## src/rtl/alu_cmd_sequencer_if.sv

```systemverilog
// Signal bundle between the command source, the ALU and the result sink of alu_cmd_sequencer.
// master = the sequencer, slave = the environment around it.
interface alu_cmd_sequencer_if;
  logic        cmd_valid;
  logic        cmd_ready;
  logic [3:0]  cmd_op;
  logic [15:0] cmd_a;
  logic [15:0] cmd_b;
  logic        alu_start;
  logic [3:0]  alu_op;
  logic [15:0] alu_a;
  logic [15:0] alu_b;
  logic [15:0] alu_z_low;
  logic [15:0] alu_z_high;
  logic        alu_valid;
  logic        res_valid;
  logic        res_ready;
  logic [15:0] res_low;
  logic [15:0] res_high;
  logic [3:0]  res_op;
  logic        res_err;

  modport master (
    input  cmd_valid, cmd_op, cmd_a, cmd_b, alu_z_low, alu_z_high, alu_valid, res_ready,
    output cmd_ready, alu_start, alu_op, alu_a, alu_b, res_valid, res_low, res_high, res_op, res_err
  );

  modport slave (
    output cmd_valid, cmd_op, cmd_a, cmd_b, alu_z_low, alu_z_high, alu_valid, res_ready,
    input  cmd_ready, alu_start, alu_op, alu_a, alu_b, res_valid, res_low, res_high, res_op, res_err
  );
endinterface

```

## src/rtl/alu_cmd_sequencer.sv

```systemverilog
// Buffers ALU commands in a FIFO, issues them one at a time to a start/valid ALU and
// returns each result (or an illegal-op / timeout error) in command order.
module alu_cmd_sequencer #(
  parameter int FIFO_DEPTH = 4,
  parameter int TIMEOUT    = 64
) (
  input  logic                        clk,
  input  logic                        rst,
  alu_cmd_sequencer_if.master         bus,
  output logic [$clog2(FIFO_DEPTH):0] fifo_cnt
);
  localparam int PW = $clog2(FIFO_DEPTH);
  localparam int CW = PW + 1;
  localparam int TW = $clog2(TIMEOUT) + 1;

  typedef struct packed {
    logic [3:0]  op;
    logic [15:0] a;
    logic [15:0] b;
  } cmd_t;

  typedef enum logic [1:0] {IDLE, ISSUE, WAIT, RESP} state_t;

  cmd_t          fifo_mem [FIFO_DEPTH];
  logic [PW-1:0] wr_ptr, rd_ptr;
  cmd_t          head, cur;
  state_t        state, state_nxt;
  logic [TW-1:0] tmo_cnt;
  logic          push, pop, empty, head_ok, active, tmo_hit;
  logic [15:0]   res_low, res_high;
  logic [3:0]    res_op;
  logic          res_err;

  assign bus.cmd_ready = (fifo_cnt != CW'(FIFO_DEPTH));
  assign push    = bus.cmd_valid & bus.cmd_ready;
  assign empty   = (fifo_cnt == '0);
  assign head    = fifo_mem[rd_ptr];
  assign head_ok = (head.op <= 4'd13);
  assign tmo_hit = (tmo_cnt == TW'(TIMEOUT - 1));

  always_ff @(posedge clk or negedge rst) begin
    if (!rst) begin
      wr_ptr   <= '0;
      rd_ptr   <= '0;
      fifo_cnt <= '0;
    end else begin
      if (push) wr_ptr <= wr_ptr + PW'(1);
      if (pop)  rd_ptr <= rd_ptr + PW'(1);
      case ({push, pop})
        2'b10:   fifo_cnt <= fifo_cnt + CW'(1);
        2'b01:   fifo_cnt <= fifo_cnt - CW'(1);
        default: ;
      endcase
    end
  end

  // Storage needs no reset: occupancy alone decides what is valid.
  always_ff @(posedge clk) begin
    if (push) fifo_mem[wr_ptr] <= {bus.cmd_op, bus.cmd_a, bus.cmd_b};
  end

  always_ff @(posedge clk or negedge rst) begin
    if (!rst) state <= IDLE;
    else      state <= state_nxt;
  end

  always_comb begin
    state_nxt = state;
    pop       = 1'b0;
    case (state)
      IDLE: begin
        if (!empty) begin
          pop       = 1'b1;
          state_nxt = head_ok ? ISSUE : RESP;
        end
      end
      ISSUE: state_nxt = WAIT;
      WAIT: begin
        if (bus.alu_valid || tmo_hit) state_nxt = RESP;
      end
      RESP: begin
        if (bus.res_ready) begin
          if (!empty) begin
            pop       = 1'b1;
            state_nxt = head_ok ? ISSUE : RESP;
          end else begin
            state_nxt = IDLE;
          end
        end
      end
      default: state_nxt = IDLE;
    endcase
  end

  // Active command, timeout counter and result registers.
  always_ff @(posedge clk or negedge rst) begin
    if (!rst) begin
      cur      <= '0;
      tmo_cnt  <= '0;
      res_low  <= '0;
      res_high <= '0;
      res_op   <= '0;
      res_err  <= 1'b0;
    end else begin
      if (pop) begin
        cur <= head;
        if (!head_ok) begin
          res_low  <= '0;
          res_high <= '0;
          res_op   <= head.op;
          res_err  <= 1'b1;
        end
      end
      if (state == ISSUE)     tmo_cnt <= '0;
      else if (state == WAIT) tmo_cnt <= tmo_cnt + TW'(1);
      if (state == WAIT) begin
        if (bus.alu_valid) begin
          res_low  <= bus.alu_z_low;
          res_high <= bus.alu_z_high;
          res_op   <= cur.op;
          res_err  <= 1'b0;
        end else if (tmo_hit) begin
          res_low  <= '0;
          res_high <= '0;
          res_op   <= cur.op;
          res_err  <= 1'b1;
        end
      end
    end
  end

  assign active        = (state == ISSUE) || (state == WAIT);
  assign bus.alu_start = (state == ISSUE);
  assign bus.alu_op    = active ? cur.op : 4'b1111;
  assign bus.alu_a     = active ? cur.a  : 16'h0000;
  assign bus.alu_b     = active ? cur.b  : 16'h0000;

  assign bus.res_valid = (state == RESP);
  assign bus.res_low   = res_low;
  assign bus.res_high  = res_high;
  assign bus.res_op    = res_op;
  assign bus.res_err   = res_err;
endmodule

```

## src/flat_wrapper.sv

```systemverilog
// flat-port wrapper written by rule: the top's interface ports become plain ports
module alu_cmd_sequencer_flat 
#(
  parameter int FIFO_DEPTH = 4,
  parameter int TIMEOUT    = 64
)
  (clk, rst, fifo_cnt, bus_cmd_valid, bus_cmd_op, bus_cmd_a, bus_cmd_b, bus_alu_z_low, bus_alu_z_high, bus_alu_valid, bus_res_ready, bus_cmd_ready, bus_alu_start, bus_alu_op, bus_alu_a, bus_alu_b, bus_res_valid, bus_res_low, bus_res_high, bus_res_op, bus_res_err);
  alu_cmd_sequencer_if bus_i ();
  input  logic clk;
  input  logic rst;
  output logic [$clog2(FIFO_DEPTH):0] fifo_cnt;
  input wire logic [$bits(bus_i.cmd_valid)-1:0] bus_cmd_valid;
  input wire logic [$bits(bus_i.cmd_op)-1:0] bus_cmd_op;
  input wire logic [$bits(bus_i.cmd_a)-1:0] bus_cmd_a;
  input wire logic [$bits(bus_i.cmd_b)-1:0] bus_cmd_b;
  input wire logic [$bits(bus_i.alu_z_low)-1:0] bus_alu_z_low;
  input wire logic [$bits(bus_i.alu_z_high)-1:0] bus_alu_z_high;
  input wire logic [$bits(bus_i.alu_valid)-1:0] bus_alu_valid;
  input wire logic [$bits(bus_i.res_ready)-1:0] bus_res_ready;
  output wire logic [$bits(bus_i.cmd_ready)-1:0] bus_cmd_ready;
  output wire logic [$bits(bus_i.alu_start)-1:0] bus_alu_start;
  output wire logic [$bits(bus_i.alu_op)-1:0] bus_alu_op;
  output wire logic [$bits(bus_i.alu_a)-1:0] bus_alu_a;
  output wire logic [$bits(bus_i.alu_b)-1:0] bus_alu_b;
  output wire logic [$bits(bus_i.res_valid)-1:0] bus_res_valid;
  output wire logic [$bits(bus_i.res_low)-1:0] bus_res_low;
  output wire logic [$bits(bus_i.res_high)-1:0] bus_res_high;
  output wire logic [$bits(bus_i.res_op)-1:0] bus_res_op;
  output wire logic [$bits(bus_i.res_err)-1:0] bus_res_err;
  assign bus_i.cmd_valid = bus_cmd_valid;
  assign bus_i.cmd_op = bus_cmd_op;
  assign bus_i.cmd_a = bus_cmd_a;
  assign bus_i.cmd_b = bus_cmd_b;
  assign bus_i.alu_z_low = bus_alu_z_low;
  assign bus_i.alu_z_high = bus_alu_z_high;
  assign bus_i.alu_valid = bus_alu_valid;
  assign bus_i.res_ready = bus_res_ready;
  assign bus_cmd_ready = bus_i.cmd_ready;
  assign bus_alu_start = bus_i.alu_start;
  assign bus_alu_op = bus_i.alu_op;
  assign bus_alu_a = bus_i.alu_a;
  assign bus_alu_b = bus_i.alu_b;
  assign bus_res_valid = bus_i.res_valid;
  assign bus_res_low = bus_i.res_low;
  assign bus_res_high = bus_i.res_high;
  assign bus_res_op = bus_i.res_op;
  assign bus_res_err = bus_i.res_err;
  alu_cmd_sequencer #(.FIFO_DEPTH(FIFO_DEPTH), .TIMEOUT(TIMEOUT)) u_core (.clk(clk), .rst(rst), .bus(bus_i), .fifo_cnt(fifo_cnt));
endmodule
```

## config.mk

```make
export PLATFORM = sky130hd
export DESIGN_NAME = alu_cmd_sequencer_flat
export DESIGN_NICKNAME = d
export VERILOG_FILES = /design/src/rtl/alu_cmd_sequencer_if.sv /design/src/rtl/alu_cmd_sequencer.sv /design/src/flat_wrapper.sv
export SDC_FILE = /design/constraint.sdc
export NUM_CORES = 1
export LEC_CHECK = 0
export CORE_MARGIN = 3
export CORE_UTILIZATION = 53
export DETAILED_ROUTE_END_ITERATION = 12
export PLACE_DENSITY = 0.8
export SLEW_MARGIN = 5
export SYNTH_ARGS = -nofsm -noshare
export SYNTH_HDL_FRONTEND = slang
export SYNTH_SLANG_ARGS = --single-unit
```

## constraint.sdc

```tcl
create_clock -name clk -period 2.9 [get_ports clk]
set_input_delay 0.58 -clock clk [delete_from_list [all_inputs] [get_ports clk]]
set_output_delay 0.58 -clock clk [all_outputs]
set_load 0.02 [all_outputs]
```

Word-level counts from Yosys, hierarchy flattened
Memory sizes are Yosys's and may differ from the RTL's.
Cells that the tools add are included.
Storage, ports and cells
  register bits: 89
  bits in latches: 0
  memory bits (writable): 144
  memory bits (read-only): 0
  bits of input ports: 73
  output and inout bits: 79
  word-level logic and storage cells: 74
  memories kept: 1
Memory list
  u_core.fifo_mem: depth 4, bits a word 36, read ports 1, clocked after Yosys merged registers in 0, write ports 1, RTL line alu_cmd_sequencer.sv:24  | cmd_t fifo_mem [FIFO_DEPTH];
Cells by class
  add/sub/neg operators: 5
  multipliers: 0
  div/mod/pow operators: 0
  $lt $le $gt $ge: 1
  equal/unequal tests: 10
  shift operators: 0
  multiplexer cells: 37
  bitwise gates (word level): 1
  reduce and logical (&&, ||, !) cells: 7
Operators by type and width (count)
  $mux W16: 12
  $mux W4: 6
  $mux W7: 2
  $mux W2: 5
  $mux W1: 9
  $pmux W2 S4: 1
  $add A7 B1 Y7 const B: 1
  $eq A7 B6 Y1 const B: 1
  $eq A2 B2 Y1 const B: 3
  $pmux W3 S2: 1
  $add A2 B1 Y2 const B: 2
  $eq A2 B1 Y1 const B: 2
  $le A4 B4 Y1 const B: 1
  $ne A2 B2 Y1 const B: 2
  $reduce_bool A2 Y1: 2
  $add A3 B1 Y3 const B: 1
  $logic_not A3 Y1: 1
  $ne A3 B3 Y1 const B: 1
  $reduce_and A3 Y1: 1
  $sub A3 B1 Y3 const B: 1
  $logic_not A2 Y1: 1
  $logic_or A1 B1 Y1: 2
  $ne A2 B1 Y1 const B: 1
  $pmux W1 S2: 1
  $and A1 B1 Y1: 1

Longest topological paths before layout
  depth in word-level cells: 8
  mapped depth: 11
  gate-level depth less buffers: 10

Least setup slack after synthesis
OpenSTA, ideal clock, no wires.
  path type: reg2reg
  from: register u_core.state[0]
  to: register u_core.fifo_cnt[2]
  setup time: 0.080 ns
  arrival time: 2.461 ns
  data required time: 2.820 ns
  setup slack: 0.359 ns
  stages on the path, launching flop included: 11
  buffers on the path: 1
  period minus slack after synthesis: 2.541 ns
  path through: dfrtp_1 > inv_1 > ha_1 > nor3_2 > buf_2 > ha_1 > inv_1 > fa_1 > xor2_1 > nor2_1 > xor2_1
On the way
  word-level cells in the longest chain between the ends: 4
  elaborated cells on any way between the ends: 7
  classes of those cells: 3 x eq/ne; 2 x mux; 2 x reduce/logical
RTL lines
  start, declared: RTL line alu_cmd_sequencer.sv:27  | state_t state, state_nxt;
  start signal, assigned: RTL line alu_cmd_sequencer.sv:64  | else state <= state_nxt;
  $eq A2 B2 Y1 or $logic_not A2 Y1 (tied branches): RTL line alu_cmd_sequencer.sv:70  | case (state)
  $pmux W1 S2 *: RTL line alu_cmd_sequencer.sv:70
  $eq A2 B1 Y1 or $eq A2 B2 Y1 (tied branches): RTL line alu_cmd_sequencer.sv:49  | case ({push, pop})
  $pmux W3 S2 or $reduce_bool A2 Y1 (tied branches)
  end signal, assigned: RTL line alu_cmd_sequencer.sv:50  | 2'b10: fifo_cnt <= fifo_cnt + CW'(1);
  end signal, assigned: RTL line alu_cmd_sequencer.sv:51  | 2'b01: fifo_cnt <= fifo_cnt - CW'(1);
  end, declared: RTL line alu_cmd_sequencer.sv:10  | output logic [$clog2(FIFO_DEPTH):0] fifo_cnt
Every way passes the cells marked *; elsewhere a longest branch is shown, timed or not.
A chain may end at the register's enable or synchronous reset.

Worst setup path in the final report
  from: register u_core.state[1]
  to: output port bus_alu_start
On the way
  word-level cells in the longest chain between the ends: 1
RTL lines
  $eq A2 B1 Y1: RTL line alu_cmd_sequencer.sv:133  | assign bus.alu_start = (state == ISSUE);
  end, declared: RTL line flat_wrapper.sv:21  | output wire logic [$bits(bus_i.alu_start)-1:0] bus_alu_start;
No other way between the ends.

==> metrics.cfg <==
[hold_path]
hold_class = in -> async

[finish]
layout_commonest_cell = edfxtp_1
num-fill-cells = 1091
instances_no_fill = 905
drive_above_1_share_pct = 21.0
finalNetCount = 753
syn2layout_area_growth_pct = 27.5
layout_common_cells = 144 x edfxtp_1, 114 x clkdlybuf4s50_1, 87 x dfrtp_1
diodes = 0
final_core_util_pct = 69.6

[synthesis]
syn_area_mm2 = 0.00915
synth_xor_area_share_pct = 0.766
synth-main-ff-cell = edfxtp_1
yosysSeqAreaShare_pct = 71.6
synth_top_family_by_area = multiplexers
synthSimpleGateAreaFrac_pct = 4.85
synth_area_leaders = edfxtp_1 47%, dfrtp_1 24%, mux4_2 8.6%
synth_compound_gate_area_share_pct = 5.25
ys_ff_latch = 233
muxShareOfSynthArea_pct = 13.7
ys_warn_count = 0
synth-edff-count = 144
synth_cells = 505
yosysTopAreaCell = edfxtp_1
yosysUniqueCellTypes = 40
syn_nets = 590
avgSynthCellArea_um2 = 18.1
synthArstFlopShare_pct = 38.2
synthAdderAreaFrac_pct = 1.72
synth_top_area_share_pct = 47.3

[cts]
cts_setup_buffers = 0
cts_tree = built
clock_latency_ps = 520
numCtsBuffers = 24
h-tree-depth = 1
clockBufferDepth = 3
cts_hold_buf = 0
root_buffer = clkbuf_16
clk_pin_slew_ps = 60
clock-sinks = 233

[power_and_ir_drop]
power.leakage_nw = 4.47
p_per_area_mw_per_mm2 = 1150
peakVddDrop_mv = 0.682

[sta]
setup_tns_ps = 0
worstMarginPinSlew_ps = 824
slew_viol_final = 0
fin_skew_ps = 23.2
fmax_mhz = 364
worst_slew_margin_rel_pct = 45.0
min_period_ps = 2740
hold_viol = 0
period_share_pct = 94.6
rsz0062_at_grt = false
finalSetupViolCount = 0

[placed_design]
dpl.cell_count = 862
hpwl_um = 12000
routabilityCongestion = 0.722
port_buffers = 151

[grt]
antenna_found_initial = 1
grt_max_degree = 48
grt_pass1_vias = 5556
track_usage_pct = 20.2
grt_pass1_wl_um = 29300
grt-ovfl-total = 0

[drt]
wl_um = 18800
routed-via-count = 5085
drt-wirelength-per-cell_um = 20.8
dr.pass1.iters = 4
drc = 0
ant_nets = 0
vias_per_cell = 5.62
initialDrtViolationCount = 202

[floorplan]
core_mm2 = 0.0168
die_w_um = 137
fp-row-count = 47
io_pins = 152
die-area_mm2 = 0.0189
die_h_um = 137
start_util_pct = 54.6

[run_status]
outcome = finished, final reports clean

[setup_path]
start_kind = register
endpoint_kind = output port
setup.worst_path.class = reg -> out
worstPathArrival_ps = 2160
critPathRequiredTime_ps = 2320
crit_path_max_fanout = 9

[job]
cap_violations = 0

## layer usage
| metal | part of all wire [%] | track usage, % | wire [um] |
|---|---|---|---|
| met5 | 0.069 | 0 | 13 |
| met1 | 37 | 23.4 | 7040 |
| met3 | 8.2 | 5.41 | 1550 |
| met2 | 52 | 37.1 | 9870 |
| met4 | 2.0 | 4.82 | 375 |
## registers in the layout, summed over array words and instances (netlist names), 3 cells and up
signal	flops
u_core.fifo_mem	144
u_core.cur	36
u_core.bus.res_high	16
u_core.bus.res_low	16
u_core.tmo_cnt	7
u_core.bus.res_op	4
u_core.fifo_cnt	3
## power by group
group	switching [mW]	internal (mW)	leakage, nW
clock	1.19	1.60	0.352
combinational	2.85	2.68	1.72
sequential	0.503	4.60	2.40
## synthesized netlist by cell type (all sizes together), types with 4 or more instances
cell and count:
xor2 4, dfrtp 89, inv 14, and3 7, xnor2 4, nand3 4, mux4 36, mux2 39
buf 14, a22o 32, and2 36, clkbuf 13, nor2 10, nand2b 4, nand2 5, a21oi 10
ha 11, edfxtp 144, nor3 5
## worst max-delay path: stages, from the launching register on
cell,delay [ps]
dfrtp_1,430
inv_1,130
ha_1,390
clkdlybuf4s50_1,710
## cells by family (layout without fill, tap and decap cells)
group           count (synthesis)  in the layout
compound gates                 59             59
xor+xnor                        8              8
fa+ha+maj                      12             12
buf+inv                        41            221
flops                         233            233
mux                            75             75
simple gates                   77             77
## through the flow
stage               hold WS, ps  setup slack, ps  area [um2]  total power [mW]
global route                136             78.7       11700              14.1
detailed placement          486              267       11000              11.0
CTS                         117             2.94       11700              13.6
floorplan                   284              359        9150              8.59
global placement            480              376       11000              10.8
finish                      105              156       11700              13.4
## what timing repair did
action,4_1_cts,5_1_grt
pin swaps,0,0
endpoints found under the setup margin,33,3
resized for setup,33,3
## final cells by class
| class | count | area [um2] | area share [%] |
|---|---|---|---|
| sequential | 233 | 6550 | 56.2 |
| multi-input combinational | 231 | 2420 | 20.7 |
| timing repair buffer | 164 | 1650 | 14.1 |
| clock buffer | 34 | 668 | 5.73 |
| tap | 220 | 275 | 2.36 |
| inverter | 14 | 52.6 | 0.451 |
| clock inverter | 9 | 50.0 | 0.429 |
## path summary, 6_finish.rpt
path	slack, ps	cells after the start	start	endpoint
worst max-delay path	160	3	u_core.state[1]$_DFFE_PN0P_	bus_alu_start
worst min-delay path	100	1	rst	u_core.bus.res_high[9]$_DFF_PN0_
worst max register to register	300	10	u_core.state[0]$_DFFE_PN0P_	u_core.fifo_cnt[2]$_DFFE_PN0P_
worst min register to register	500	1	u_core.cur[0]$_DFFE_PN0N_	u_core.cur[0]$_DFFE_PN0N_
max in group asynchronous	1990	2	rst	u_core.bus.res_low[2]$_DFF_PN0_
min in group clk	500	1	u_core.cur[0]$_DFFE_PN0N_	u_core.cur[0]$_DFFE_PN0N_
No activity file was read; power rests on OpenSTA's default activity.
==> RTL edit: new RTL, same settings <==
`TIMEOUT` is set to 64 in 2 places; all go to 128.
--- a/src/rtl/alu_cmd_sequencer.sv
+++ b/src/rtl/alu_cmd_sequencer.sv
@@ -3,5 +3,5 @@
 module alu_cmd_sequencer #(
   parameter int FIFO_DEPTH = 4,
-  parameter int TIMEOUT    = 64
+  parameter int TIMEOUT    = 128
 ) (
   input  logic                        clk,
--- a/src/flat_wrapper.sv
+++ b/src/flat_wrapper.sv
@@ -3,5 +3,5 @@
 #(
   parameter int FIFO_DEPTH = 4,
-  parameter int TIMEOUT    = 64
+  parameter int TIMEOUT    = 128
 )
   (clk, rst, fifo_cnt, bus_cmd_valid, bus_cmd_op, bus_cmd_a, bus_cmd_b, bus_alu_z_low, bus_alu_z_high, bus_alu_valid, bus_res_ready, bus_cmd_ready, bus_alu_start, bus_alu_op, bus_alu_a, bus_alu_b, bus_res_valid, bus_res_low, bus_res_high, bus_res_op, bus_res_err);
Formal check against the unedited RTL: no difference found for any inputs over 4 cycles, from zero or initial values and one cycle with rst low; that may be too few to reach the edited logic, so the function may still have changed.
==> RTL edit against the original RTL <==
First-iteration DRC count is 60% higher. Count of clock-buffer cells in the layout decreased by 7. Total power grew 1.7%. Die area up 0.18%. Sequential cell count increased by 1. Design area is 1.0% higher. Area after synthesis grew 0.19%. Setup slack worse by 24 ps. Routed wire length up 2.2%. Clock power is 11% higher. Critical path type unchanged. Critical endpoint is now bus_alu_b[2]. Largest cell class unchanged.
==> RTL edit: results (changes against the original RTL) <==
Global route
  – Vias in the first global route: 5,570 (+0.25%)
  – Global-route wire length before repair: 30.6 mm (+4.2%)

Run status
  – Outcome: finished clean

Pwr
  – Power density cells: 1160 nW/um^2 (+0.66%)
  – Seq pwr share: 37.7% (-0.3 points)
  – Gate power share: 39.6% (-1.6 points)
  – Leakage power: 4.49 nW (+0.40%)

Route
  – Routed Wire Length: 19.3 mm (+2.2%)
  – Via count: 5,171 (+1.7%)
  – Drt pass-1 iters: 5 (+1)

Place
  – Post-DP Area: 11,000 sq um (+0.17%)
  – Dpl ws: 341 ps (+73.8 ps)
  – GP Congestion: 0.760 (+5.3%)

Clocking
  – CTS Buf Count: 25 (+4.2%)

Layout
  – Layout cell share with drive strength beyond 1: 20.0% (-0.99 points)
  – Fin cells: 914 (+0.99%)

Critical path
  – R2r setup slk: 410 ps (+110 ps)
  – Crit path DAT: 2190 ps (+30 ps)
  – Crit path capture: bus_alu_b[2]

Synthesis
  – Ranking of synthesized cells by area: edfxtp_1 47%, dfrtp_1 25%, mux4_2 8.4%, mux2_2 4.8%, a22o_1 3.1%
  – Cells after synthesis: 509 (+0.79%)
  – Post-Syn Nets: 594 (+0.68%)
  – Post-synth ARST share: 38.5% (+0.26 points)

STA
  – Slew headroom: 45.2% (+0.29 points)
  – Min setup slack post-route: 132 ps (-23.6 ps)
## RTL edit: cell count changes in the layout (fill, tap and decap cells not counted), sizes merged, moves of 2 or more
cell,change
clkbuf,-7
a21oi,+3
nand2,+3
o31a,-2
clkinvlp,+6
nor2,+2
nor3,-2
bufinv,+2
nand3,+2
and2,-2
and3,-2
a31oi,-3
## RTL edit: worst max-delay path, delay by kind of cell (launching register included)
family | cells | cell delay (ps)
buffers and inverters | 3 | 690
DFF | 1 | 410
adders and majority gates | 1 | 360
and+or+nand+nor | 1 | 210
## RTL edit: what timing repair did
action                     CTS  global route
pin swaps                    0             0
setup endpoints to repair   36             4
gates resized for setup     34             4
setup buffers                0             0
## RTL edit: metal layers
layer | routed length [um] | global-route usage, % | part of all wire, % | up-vias
met1 | 7650 | 26.7 | 40 | 2637
met4 | 430 | 5.10 | 2.2 | 2
met5 | 13 | 0 | 0.067 | -
li1 | - | - | - | 2292
met3 | 1490 | 5.22 | 7.8 | 38
met2 | 9680 | 36.7 | 50 | 202
## RTL edit: cell type report
cell class | instances | area (sq um)
Clock buffer | 27 | 643
Tap cell | 220 | 275
Sequential cell | 234 | 6580
Multi-Input combinational cell | 237 | 2430
Clock inverter | 19 | 170
Fill cell | 1081 | 4970
Timing Repair Buffer | 164 | 1640
Inverter | 13 | 48.8
## RTL edit: cell families (layout without fill, tap and decap cells)
logic type	count (synthesis)	after routing	synth area share (%)
AO/OA/AOI/OAI	58	58	4.83
XOR/XNOR	9	9	0.860
adder cells (fa/ha/maj)	12	12	1.72
AND/OR/NAND/NOR	82	82	5.09
flip-flops	234	234	71.7
buffers and inverters	38	223	1.95
multiplexers	76	76	13.8
